### src/rtl/axi_dma_burst_splitter_pkg.sv
// Shared types and constants for the AXI DMA burst splitter.
//   burst_e : AXI BURST encodings (FIXED/INCR/WRAP, 3 reserved)
//   state_e : command FSM states
//   Boundary4k, FixedMaxBeats : burst limits
package axi_dma_burst_splitter_pkg;

  typedef enum logic [1:0] {
    BurstFixed = 2'd0,
    BurstIncr  = 2'd1,
    BurstWrap  = 2'd2,
    BurstRsvd  = 2'd3
  } burst_e;

  typedef enum logic [2:0] {
    StIdle,
    StCheck,
    StCalc,
    StEmit,
    StDone
  } state_e;

  localparam int unsigned Boundary4k    = 4096;
  localparam int unsigned FixedMaxBeats = 16;

endpackage

### src/rtl/axi_dma_burst_splitter_if.sv
// Command and descriptor bus of the AXI DMA burst splitter.
//   cmd_*  : per-channel command inputs (packed, channel i at slice i), cmd_ready grant,
//            cmd_done / cmd_err completion pulses
//   desc_* : valid/ready descriptor stream to the read/write engines
// Modports: slave = splitter side, master = command source / descriptor sink side.
interface axi_dma_burst_splitter_if #(
  parameter int unsigned NUM_CH  = 4,
  parameter int unsigned ADDR_WD = 32
);
  localparam int unsigned CH_WD = (NUM_CH > 1) ? $clog2(NUM_CH) : 1;

  logic [NUM_CH-1:0]         cmd_valid;
  logic [NUM_CH-1:0]         cmd_ready;
  logic [NUM_CH*ADDR_WD-1:0] cmd_src_addr;
  logic [NUM_CH*ADDR_WD-1:0] cmd_dst_addr;
  logic [NUM_CH*2-1:0]       cmd_burst;
  logic [NUM_CH*ADDR_WD-1:0] cmd_len;
  logic [NUM_CH*3-1:0]       cmd_size;
  logic                      desc_valid;
  logic                      desc_ready;
  logic [ADDR_WD-1:0]        desc_src_addr;
  logic [ADDR_WD-1:0]        desc_dst_addr;
  logic [7:0]                desc_len;
  logic [2:0]                desc_size;
  logic [1:0]                desc_burst;
  logic [CH_WD-1:0]          desc_ch;
  logic                      desc_last;
  logic [NUM_CH-1:0]         cmd_done;
  logic [NUM_CH-1:0]         cmd_err;

  modport slave (
    input  cmd_valid, cmd_src_addr, cmd_dst_addr, cmd_burst, cmd_len, cmd_size, desc_ready,
    output cmd_ready, desc_valid, desc_src_addr, desc_dst_addr, desc_len, desc_size,
           desc_burst, desc_ch, desc_last, cmd_done, cmd_err
  );

  modport master (
    output cmd_valid, cmd_src_addr, cmd_dst_addr, cmd_burst, cmd_len, cmd_size, desc_ready,
    input  cmd_ready, desc_valid, desc_src_addr, desc_dst_addr, desc_len, desc_size,
           desc_burst, desc_ch, desc_last, cmd_done, cmd_err
  );

endinterface

### src/rtl/axi_dma_burst_splitter_rr_arbiter.sv
// Pointer-based round-robin arbiter.
//   req         : request vector
//   advance     : grant consumed this cycle; pointer moves to grant_idx+1 (mod NUM_CH)
//   grant       : one-hot grant (zero when no request)
//   grant_idx   : index of granted requester
//   grant_valid : any request present
module axi_dma_burst_splitter_rr_arbiter #(
  parameter int unsigned NUM_CH = 4,
  parameter int unsigned CH_WD  = (NUM_CH > 1) ? $clog2(NUM_CH) : 1
) (
  input  logic              clk,
  input  logic              rst,
  input  logic [NUM_CH-1:0] req,
  input  logic              advance,
  output logic [NUM_CH-1:0] grant,
  output logic [CH_WD-1:0]  grant_idx,
  output logic              grant_valid
);

  logic [CH_WD-1:0] ptr_q, ptr_d;

  // First requester at or after the pointer, scanning upwards with wrap.
  always_comb begin
    int unsigned idx;
    idx         = 0;
    grant_valid = 1'b0;
    grant_idx   = '0;
    for (int unsigned i = 0; i < NUM_CH; i++) begin
      idx = (32'(ptr_q) + i) % NUM_CH;
      if (!grant_valid && req[CH_WD'(idx)]) begin
        grant_valid = 1'b1;
        grant_idx   = CH_WD'(idx);
      end
    end
  end

  assign grant = grant_valid ? (NUM_CH'(1) << grant_idx) : '0;

  always_comb begin
    ptr_d = ptr_q;
    if (advance && grant_valid) begin
      ptr_d = (32'(grant_idx) == NUM_CH - 1) ? '0 : grant_idx + CH_WD'(1);
    end
  end

  always_ff @(posedge clk or posedge rst) begin
    if (rst) begin
      ptr_q <= '0;
    end else begin
      ptr_q <= ptr_d;
    end
  end

endmodule

### src/rtl/axi_dma_burst_splitter.sv
// Multi-channel DMA command front end. Accepts per-channel copy commands via round-robin,
// validates them and splits each into AXI-legal burst descriptors (at most MAX_BURST beats,
// never crossing a 4KB page on either side; FIXED capped at 16; WRAP issued as one burst).
//   clk, rst : clock, asynchronous active-high reset
//   bus      : command inputs / cmd_ready / cmd_done / cmd_err and descriptor stream
module axi_dma_burst_splitter
  import axi_dma_burst_splitter_pkg::*;
#(
  parameter int unsigned NUM_CH    = 4,
  parameter int unsigned ADDR_WD   = 32,
  parameter int unsigned DATA_WD   = 32,
  parameter int unsigned MAX_BURST = 16
) (
  input logic                     clk,
  input logic                     rst,
  axi_dma_burst_splitter_if.slave bus
);

  localparam int unsigned CH_WD     = (NUM_CH > 1) ? $clog2(NUM_CH) : 1;
  localparam int unsigned MAX_SIZE  = $clog2(DATA_WD / 8);
  localparam int unsigned FIXED_CAP = (MAX_BURST < FixedMaxBeats) ? MAX_BURST : FixedMaxBeats;

  state_e             state_q, state_d;
  logic [CH_WD-1:0]   ch_q, ch_d;
  logic [ADDR_WD-1:0] src_q, src_d;
  logic [ADDR_WD-1:0] dst_q, dst_d;
  logic [ADDR_WD-1:0] rem_q, rem_d;
  logic [2:0]         size_q, size_d;
  burst_e             burst_q, burst_d;
  logic [8:0]         beats_q, beats_d;

  logic [NUM_CH-1:0]  grant;
  logic [CH_WD-1:0]   grant_idx;
  logic               grant_valid;
  logic               accept;

  logic [NUM_CH-1:0]  cmd_ready;
  logic [NUM_CH-1:0]  cmd_done;
  logic [NUM_CH-1:0]  cmd_err;
  logic               desc_valid;
  logic [ADDR_WD-1:0] desc_src_addr;
  logic [ADDR_WD-1:0] desc_dst_addr;
  logic [7:0]         desc_len;
  logic [2:0]         desc_size;
  logic [1:0]         desc_burst;
  logic [CH_WD-1:0]   desc_ch;
  logic               desc_last;

  axi_dma_burst_splitter_rr_arbiter #(
    .NUM_CH (NUM_CH),
    .CH_WD  (CH_WD)
  ) u_arb (
    .clk         (clk),
    .rst         (rst),
    .req         (bus.cmd_valid),
    .advance     (accept),
    .grant       (grant),
    .grant_idx   (grant_idx),
    .grant_valid (grant_valid)
  );

  assign accept = (state_q == StIdle) && grant_valid && !rst;

  // Operands of the granted channel.
  logic [ADDR_WD-1:0] sel_src, sel_dst, sel_len;
  logic [1:0]         sel_burst;
  logic [2:0]         sel_size;

  assign sel_src   = bus.cmd_src_addr[grant_idx*ADDR_WD +: ADDR_WD];
  assign sel_dst   = bus.cmd_dst_addr[grant_idx*ADDR_WD +: ADDR_WD];
  assign sel_len   = bus.cmd_len[grant_idx*ADDR_WD +: ADDR_WD];
  assign sel_burst = bus.cmd_burst[grant_idx*2 +: 2];
  assign sel_size  = bus.cmd_size[grant_idx*3 +: 3];

  // Command legality.
  logic [ADDR_WD-1:0] align_mask;
  logic               wrap_len_ok;
  logic               cmd_bad;

  assign align_mask  = ~({ADDR_WD{1'b1}} << size_q);
  assign wrap_len_ok = (rem_q == ADDR_WD'(2)) || (rem_q == ADDR_WD'(4)) ||
                       (rem_q == ADDR_WD'(8)) || (rem_q == ADDR_WD'(16));
  assign cmd_bad     = (32'(size_q) > MAX_SIZE) || (burst_q == BurstRsvd) ||
                       (|(src_q & align_mask)) || (|(dst_q & align_mask)) ||
                       ((burst_q == BurstWrap) && !wrap_len_ok);

  // Beats left before each side reaches its next 4KB page; 13 bits holds a full page.
  logic [12:0] src_room, dst_room, incr_cap, cap;
  logic [8:0]  beats_calc;

  assign src_room = (13'(Boundary4k) - {1'b0, src_q[11:0]}) >> size_q;
  assign dst_room = (13'(Boundary4k) - {1'b0, dst_q[11:0]}) >> size_q;

  always_comb begin
    incr_cap = 13'(MAX_BURST);
    if (src_room < incr_cap) incr_cap = src_room;
    if (dst_room < incr_cap) incr_cap = dst_room;
    cap = (burst_q == BurstFixed) ? 13'(FIXED_CAP) : incr_cap;
    // WRAP length was already restricted to 2..16 in the check state.
    if (burst_q == BurstWrap) begin
      beats_calc = 9'(rem_q);
    end else if (rem_q < ADDR_WD'(cap)) begin
      beats_calc = 9'(rem_q);
    end else begin
      beats_calc = 9'(cap);
    end
  end

  logic [NUM_CH-1:0] ch_onehot;
  assign ch_onehot = NUM_CH'(1) << ch_q;

  always_comb begin
    state_d       = state_q;
    ch_d          = ch_q;
    src_d         = src_q;
    dst_d         = dst_q;
    rem_d         = rem_q;
    size_d        = size_q;
    burst_d       = burst_q;
    beats_d       = beats_q;
    cmd_ready     = '0;
    cmd_done      = '0;
    cmd_err       = '0;
    desc_valid    = 1'b0;
    desc_src_addr = '0;
    desc_dst_addr = '0;
    desc_len      = '0;
    desc_size     = '0;
    desc_burst    = '0;
    desc_ch       = '0;
    desc_last     = 1'b0;

    case (state_q)
      StIdle: begin
        if (accept) begin
          cmd_ready = grant;
          ch_d      = grant_idx;
          src_d     = sel_src;
          dst_d     = sel_dst;
          rem_d     = sel_len;
          size_d    = sel_size;
          burst_d   = burst_e'(sel_burst);
          state_d   = StCheck;
        end
      end
      StCheck: begin
        if (cmd_bad) begin
          cmd_err = ch_onehot;
          state_d = StIdle;
        end else if (rem_q == '0) begin
          cmd_done = ch_onehot;
          state_d  = StIdle;
        end else begin
          state_d = StCalc;
        end
      end
      StCalc: begin
        beats_d = beats_calc;
        state_d = StEmit;
      end
      StEmit: begin
        desc_valid    = 1'b1;
        desc_src_addr = src_q;
        desc_dst_addr = dst_q;
        desc_len      = 8'(beats_q - 9'd1);
        desc_size     = size_q;
        desc_burst    = burst_q;
        desc_ch       = ch_q;
        desc_last     = (rem_q == ADDR_WD'(beats_q));
        if (bus.desc_ready) begin
          rem_d = rem_q - ADDR_WD'(beats_q);
          if (burst_q == BurstIncr) begin
            src_d = src_q + (ADDR_WD'(beats_q) << size_q);
            dst_d = dst_q + (ADDR_WD'(beats_q) << size_q);
          end
          state_d = (rem_d == '0) ? StDone : StCalc;
        end
      end
      StDone: begin
        cmd_done = ch_onehot;
        state_d  = StIdle;
      end
      default: state_d = StIdle;
    endcase
  end

  always_ff @(posedge clk or posedge rst) begin
    if (rst) begin
      state_q <= StIdle;
      ch_q    <= '0;
      src_q   <= '0;
      dst_q   <= '0;
      rem_q   <= '0;
      size_q  <= '0;
      burst_q <= BurstFixed;
      beats_q <= '0;
    end else begin
      state_q <= state_d;
      ch_q    <= ch_d;
      src_q   <= src_d;
      dst_q   <= dst_d;
      rem_q   <= rem_d;
      size_q  <= size_d;
      burst_q <= burst_d;
      beats_q <= beats_d;
    end
  end

  // Nothing is granted while reset is held.
  assign bus.cmd_ready     = rst ? '0 : cmd_ready;
  assign bus.cmd_done      = cmd_done;
  assign bus.cmd_err       = cmd_err;
  assign bus.desc_valid    = desc_valid;
  assign bus.desc_src_addr = desc_src_addr;
  assign bus.desc_dst_addr = desc_dst_addr;
  assign bus.desc_len      = desc_len;
  assign bus.desc_size     = desc_size;
  assign bus.desc_burst    = desc_burst;
  assign bus.desc_ch       = desc_ch;
  assign bus.desc_last     = desc_last;

endmodule

### src/flat_wrapper.sv
// flat-port wrapper written by rule: the top's interface ports become plain ports
module axi_dma_burst_splitter_flat import axi_dma_burst_splitter_pkg::*;
#(
  parameter int unsigned NUM_CH    = 4,
  parameter int unsigned ADDR_WD   = 32,
  parameter int unsigned DATA_WD   = 32,
  parameter int unsigned MAX_BURST = 16
)
  (clk, rst, bus_cmd_valid, bus_cmd_src_addr, bus_cmd_dst_addr, bus_cmd_burst, bus_cmd_len, bus_cmd_size, bus_desc_ready, bus_cmd_ready, bus_desc_valid, bus_desc_src_addr, bus_desc_dst_addr, bus_desc_len, bus_desc_size, bus_desc_burst, bus_desc_ch, bus_desc_last, bus_cmd_done, bus_cmd_err);
  axi_dma_burst_splitter_if #(.NUM_CH(NUM_CH), .ADDR_WD(ADDR_WD)) bus_i ();
  input logic clk;
  input logic rst;
  input wire logic [$bits(bus_i.cmd_valid)-1:0] bus_cmd_valid;
  input wire logic [$bits(bus_i.cmd_src_addr)-1:0] bus_cmd_src_addr;
  input wire logic [$bits(bus_i.cmd_dst_addr)-1:0] bus_cmd_dst_addr;
  input wire logic [$bits(bus_i.cmd_burst)-1:0] bus_cmd_burst;
  input wire logic [$bits(bus_i.cmd_len)-1:0] bus_cmd_len;
  input wire logic [$bits(bus_i.cmd_size)-1:0] bus_cmd_size;
  input wire logic [$bits(bus_i.desc_ready)-1:0] bus_desc_ready;
  output wire logic [$bits(bus_i.cmd_ready)-1:0] bus_cmd_ready;
  output wire logic [$bits(bus_i.desc_valid)-1:0] bus_desc_valid;
  output wire logic [$bits(bus_i.desc_src_addr)-1:0] bus_desc_src_addr;
  output wire logic [$bits(bus_i.desc_dst_addr)-1:0] bus_desc_dst_addr;
  output wire logic [$bits(bus_i.desc_len)-1:0] bus_desc_len;
  output wire logic [$bits(bus_i.desc_size)-1:0] bus_desc_size;
  output wire logic [$bits(bus_i.desc_burst)-1:0] bus_desc_burst;
  output wire logic [$bits(bus_i.desc_ch)-1:0] bus_desc_ch;
  output wire logic [$bits(bus_i.desc_last)-1:0] bus_desc_last;
  output wire logic [$bits(bus_i.cmd_done)-1:0] bus_cmd_done;
  output wire logic [$bits(bus_i.cmd_err)-1:0] bus_cmd_err;
  assign bus_i.cmd_valid = bus_cmd_valid;
  assign bus_i.cmd_src_addr = bus_cmd_src_addr;
  assign bus_i.cmd_dst_addr = bus_cmd_dst_addr;
  assign bus_i.cmd_burst = bus_cmd_burst;
  assign bus_i.cmd_len = bus_cmd_len;
  assign bus_i.cmd_size = bus_cmd_size;
  assign bus_i.desc_ready = bus_desc_ready;
  assign bus_cmd_ready = bus_i.cmd_ready;
  assign bus_desc_valid = bus_i.desc_valid;
  assign bus_desc_src_addr = bus_i.desc_src_addr;
  assign bus_desc_dst_addr = bus_i.desc_dst_addr;
  assign bus_desc_len = bus_i.desc_len;
  assign bus_desc_size = bus_i.desc_size;
  assign bus_desc_burst = bus_i.desc_burst;
  assign bus_desc_ch = bus_i.desc_ch;
  assign bus_desc_last = bus_i.desc_last;
  assign bus_cmd_done = bus_i.cmd_done;
  assign bus_cmd_err = bus_i.cmd_err;
  axi_dma_burst_splitter #(.NUM_CH(NUM_CH), .ADDR_WD(ADDR_WD), .DATA_WD(DATA_WD), .MAX_BURST(MAX_BURST)) u_core (.clk(clk), .rst(rst), .bus(bus_i));
endmodule
### config.mk
export PLATFORM = sky130hd
export DESIGN_NAME = axi_dma_burst_splitter_flat
export DESIGN_NICKNAME = d
export VERILOG_FILES = /design/src/rtl/axi_dma_burst_splitter_pkg.sv /design/src/rtl/axi_dma_burst_splitter_if.sv /design/src/rtl/axi_dma_burst_splitter_rr_arbiter.sv /design/src/rtl/axi_dma_burst_splitter.sv /design/src/flat_wrapper.sv
export SDC_FILE = /design/constraint.sdc
export NUM_CORES = 1
export LEC_CHECK = 0
export BUFFER_PORTS_ARGS = -buffer_cell sky130_fd_sc_hd__buf_4
export CAP_MARGIN = 20
export CORE_AREA = 2 2 196 198
export CTS_BUF_LIST = sky130_fd_sc_hd__clkbuf_16
export DETAILED_ROUTE_END_ITERATION = 16
export DIE_AREA = 0 0 198 200
export PLACE_DENSITY = 0.61
export SYNTH_ARGS = -nofsm -noshare
export SYNTH_HDL_FRONTEND = slang
export SYNTH_SLANG_ARGS = --single-unit
### constraint.sdc
create_clock -name clk -period 13.9 [get_ports clk]
set_input_delay 1.39 -clock clk [delete_from_list [all_inputs] [get_ports clk]]
set_output_delay 1.39 -clock clk [all_outputs]
set_load 0.02 [all_outputs]
==> summary by stage <==
Setup path
The logic depth of the worst register-to-register path is 26. Broken down by cell family, the worst path's largest delay share belongs to compound AO/OA/AOI/OAI gates. In this run the worst path has a maximum fanout of 65.

The data arrival time of the critical path is around 8000 ps. On the worst path, the slowest cell contributes a delay of a little under 900 ps. The slowest stage cell on the critical path is clkinv_1. The number of buffers and inverters on the critical path is 4. STA classifies the critical path endpoint as a register. The critical path launch point type is a register. STA puts the critical path data required time at around 14000 ps. The type of the setup path with the least slack is reg2reg.

The path length in cells of the critical path is 26.

GRT
The maximum number of pins on one net before global-route repair is approximately 150. The overall track demand over capacity in global routing is 0.353. After global routing the overflow that remains totals 0. The number of global-route vias before repair came to around 17000.

The initial antenna violation count is 6. The first global-routing pass estimated between 100000 and 150000 um of wire.

Timing
The worst clock skew is around 14 ps. At the pin with the least slew margin, the transition time is between 1000 and 1500 ps. The normalized max-slew margin is 0.274. Setup repair after global routing left no endpoint under its margin. Setup total negative slack on the finished layout was measured at 0 ps. The final-report hold violation count is 0. The total count of max-transition violations in the final report is 0. Setup violations remaining at the end of the flow were counted as 0.

Subtracting the final worst setup slack from the clock period gives approximately 7600 ps. Dividing the final minimum period by the clock period gives 0.547. Derived from the worst setup path, the maximum achievable clock frequency is 132 MHz.

Detailed routing
The wire length per cell after detailed routing is 23.3 um. The remaining antenna violation count after routing is 0. Summed over all layers, the routed wires come to slightly above 70000 um. Using the TritonRoute via totals, the vias-per-cell ratio works out to between 5 and 6. The routed via count is about 18000. For this block, the initial DRC count from the detailed router was between 1500 and 2000.

For this run, the detailed router's first-pass iteration total came to 6. In the routed design, unresolved DRC markers number 0.

Power
The leakage power of the design is about 0.0087 uW. The share of total power dissipated in the clock network is 0.119. The maximum vdd drop is 88.9 uV. Of the total power, registers draw 0.181. The combinational fraction of design power is 0.700. The power per cell area is 220 nW/um2.

The internal power of the cells is approximately 1900 uW. In this run the power spent charging and discharging nets is ~2300 uW. Of the total power, the share spent switching nets is 0.549.

Clock network
The post-CTS setup-driven buffer insertion count is 0. The H-tree was split into 4 levels. The number of resized instances in the post-cts repair step is 0. For the worst-skew pair, the clock arrives at the later sink with an insertion delay of between 400 and 500 ps. Buffers inserted to repair hold after CTS numbered 0. The tree is rooted in a clkbuf_16. The total CTS buffers is 17. The clock input transition at the sequential cells of the worst setup and hold paths is approximately 70 ps. For this design, the sink count on the clock tree is between 100 and 150.

The clock tree from TritonCTS is built. The clock passes through at most 2 buffers.

Cells and area
The area overhead of the layout relative to synthesis is 32.1%. The final core utilization is 0.516. In the final layout, the share of cells above drive strength 1 is 0.244. The final-stage net count is 3025.

Synthesis
The flop and latch count out of synthesis is approximately 120. The share of synthesized registers carrying an async set or reset is 1.00. In this run the mean area of a mapped cell was just under 7 um2. The synthesized netlist contains between 90 and 100 unique library cells. The number of enable-type register cells in the synthesized netlist is 0. Yosys printed 0 warnings.

The cell count after synthesis came out at ~2100. The most common cell in the synthesized netlist is nand2_1. The commonest cells after synthesis are 479 x nand2_1, 228 x nand3_1, 154 x nor2_1, 118 x clkbuf_1, 117 x dfrtp_1. The netlist area before placement is between 10000 and 15000 um2. The dominant synthesized flop cell is dfrtp_1.

The portion of synthesized cell area occupied by the leading cell type is 0.200. The synthesized design spends more area on one cell type than any other, namely dfrtp_1. The share of the Yosys chip area taken by registers is 0.200.

By area the synthesized netlist is led by dfrtp_1 20%, nand2_1 12%, nand3_1 7.8%.

Run
The number of maximum-capacitance violations is 0.

Hold path
The path category of the worst min-delay check is reg2reg. The number of cells on the worst hold path is 2.

Floorplanning
The horizontal extent of the die is roughly 200 um. The top-level I/O count is 504. The floorplan step set the die height to 200 um. The core region is 37400 um2. The die covers just under 40000 um2.

The initial cell density of the core is 0.391. The number of cell rows is just over 70.

Outcome
The flow ran to the end, and the final reports show no timing, DRC or antenna violations.

Placement
The routability-driven placement congestion ratio is between 0.9 and 1. In this run the tool buffered the top-level ports with 503 buffer cells. The HPWL after detailed placement is 55200 um.
[worst register-to-register path, delay by kind of cell, from the launching register on]
| kind | cells | cell delay, ps |
|---|---|---|
| AOI/OAI and AO/OA | 10 | 2610 |
| and+or+nand+nor | 10 | 2370 |
| buffers and inverters | 4 | 1530 |
| adders and majority gates | 2 | 600 |
| DFF | 1 | 340 |
[cell type report]
| type | instances | area [um2] |
|---|---|---|
| antenna | 3 | 7.51 |
| clock buffer | 17 | 425 |
| clock inverter | 15 | 219 |
| fill | 3803 | 18100 |
| inverter | 66 | 258 |
| multi-input combinational | 1816 | 10900 |
| sequential | 117 | 2930 |
| tap | 511 | 639 |
| timing repair buffer | 521 | 3930 |
[final timing paths]
| path | start | end | slack, ps |
|---|---|---|---|
| worst max register to register | u_core.size_q[0] | u_core.beats_q[0] | 6300 |
| max in group asynchronous | rst | u_core.size_q[0] | 11330 |
| min in group asynchronous | rst | u_core.rem_q[11] | 1130 |
| worst min register to register | u_core.rem_q[24] | u_core.rem_q[24] | 510 |
| worst max-delay path | u_core.size_q[0] | u_core.beats_q[0] | 6300 |
| worst min-delay path | u_core.rem_q[24] | u_core.rem_q[24] | 510 |
[cells in the final DEF, fill, tap and decap left out, types with 8 or more instances in the layout]
cell type  netlist  layout
a2111oi_0        8       8
a211oi_1        13      12
a21o_1          16      16
a21oi_1        106     106
a22oi_1         12      12
a311oi_1        21      21
a31oi_1         46      46
a32oi_1         12      12
and2_1          61      61
and3_1          25      25
buf_4            0     519
clkbuf_16        0      17
conb_1           1       8
dfrtp_1        117     116
ha_1            72      72
inv_1           61      60
mux2i_1         20      20
mux4_2          22      22
nand2_1        479     479
nand2b_1        13      13
nand3_1        228     228
nand4_1         16      16
nor2_1         154     152
nor2b_1         18      18
nor3_1          42      42
nor4_1          32      32
o211ai_1        16      16
o21a_1          16      16
o21ai_0        102     101
o21bai_1         9       8
o221ai_1        10      10
o311ai_0        18      18
o31ai_1         12      12
or2_2           10      10
or3_1           23      22
or4_1           13      13
xnor2_1         25      25
xor2_1          14      14
[registers in the layout, summed over array words and instances (netlist names)]
| signal | count |
|---|---|
| u_core.u_arb.ptr_q | 2 |
| u_core.beats_q | 9 |
| u_core.dst_q | 32 |
| u_core.size_q | 3 |
| u_core.ch_q | 2 |
| u_core.src_q | 32 |
| u_core.state_q | 3 |
| u_core.rem_q | 32 |
| u_core.burst_q | 2 |
[kinds of logic (layout without fill, tap and decap cells)]
| family | after synthesis | count (layout) | share of synthesized area |
|---|---|---|---|
| AND/OR/NAND/NOR | 1150 | 1150 | 0.370 |
| AO/OA/AOI/OAI | 497 | 497 | 0.230 |
| buffers and inverters | 219 | 619 | 0.0591 |
| flip-flops | 117 | 117 | 0.200 |
| adder cells (fa/ha/maj) | 75 | 75 | 0.0657 |
| multiplexers | 47 | 47 | 0.0514 |
| XOR/XNOR | 39 | 39 | 0.0234 |
| other | 1 | 11 | 0.000256 |
[layer usage]
layer	share of wire	global-route usage	vias to the layer above
li1	-	-	8582
met1	0.42	0.466	8764
met2	0.47	0.581	818
met3	0.073	0.0603	103
met4	0.031	0.132	6
met5	0.00049	0	-
[stage by stage]
stage | area (um2) | power, uW | std cells | hold slack [ps] | setup slack (ps)
after floorplan | 14600 | 2690 | 2152 | 463 | 7720
after global placement | 18600 | 3660 | 3030 | 491 | 6510
after detailed placement | 18600 | 3680 | 3030 | 496 | 6400
after CTS | 19300 | 4200 | 3062 | 510 | 6370
after global routing | 19300 | 4550 | 3065 | 559 | 5550
final | 19300 | 4240 | 3066 | 507 | 6300
[power by group through the flow]
stage / sequential, uW / combinational, uW / clock, uW
after floorplan: 599 / 2090 / 0
after global placement: 760 / 2900 / 0
after detailed placement: 760 / 2920 / 0
after CTS: 755 / 2940 / 509
after global routing: 785 / 3250 / 523
final: 767 / 2970 / 506
(Power assumes the default switching activity.)
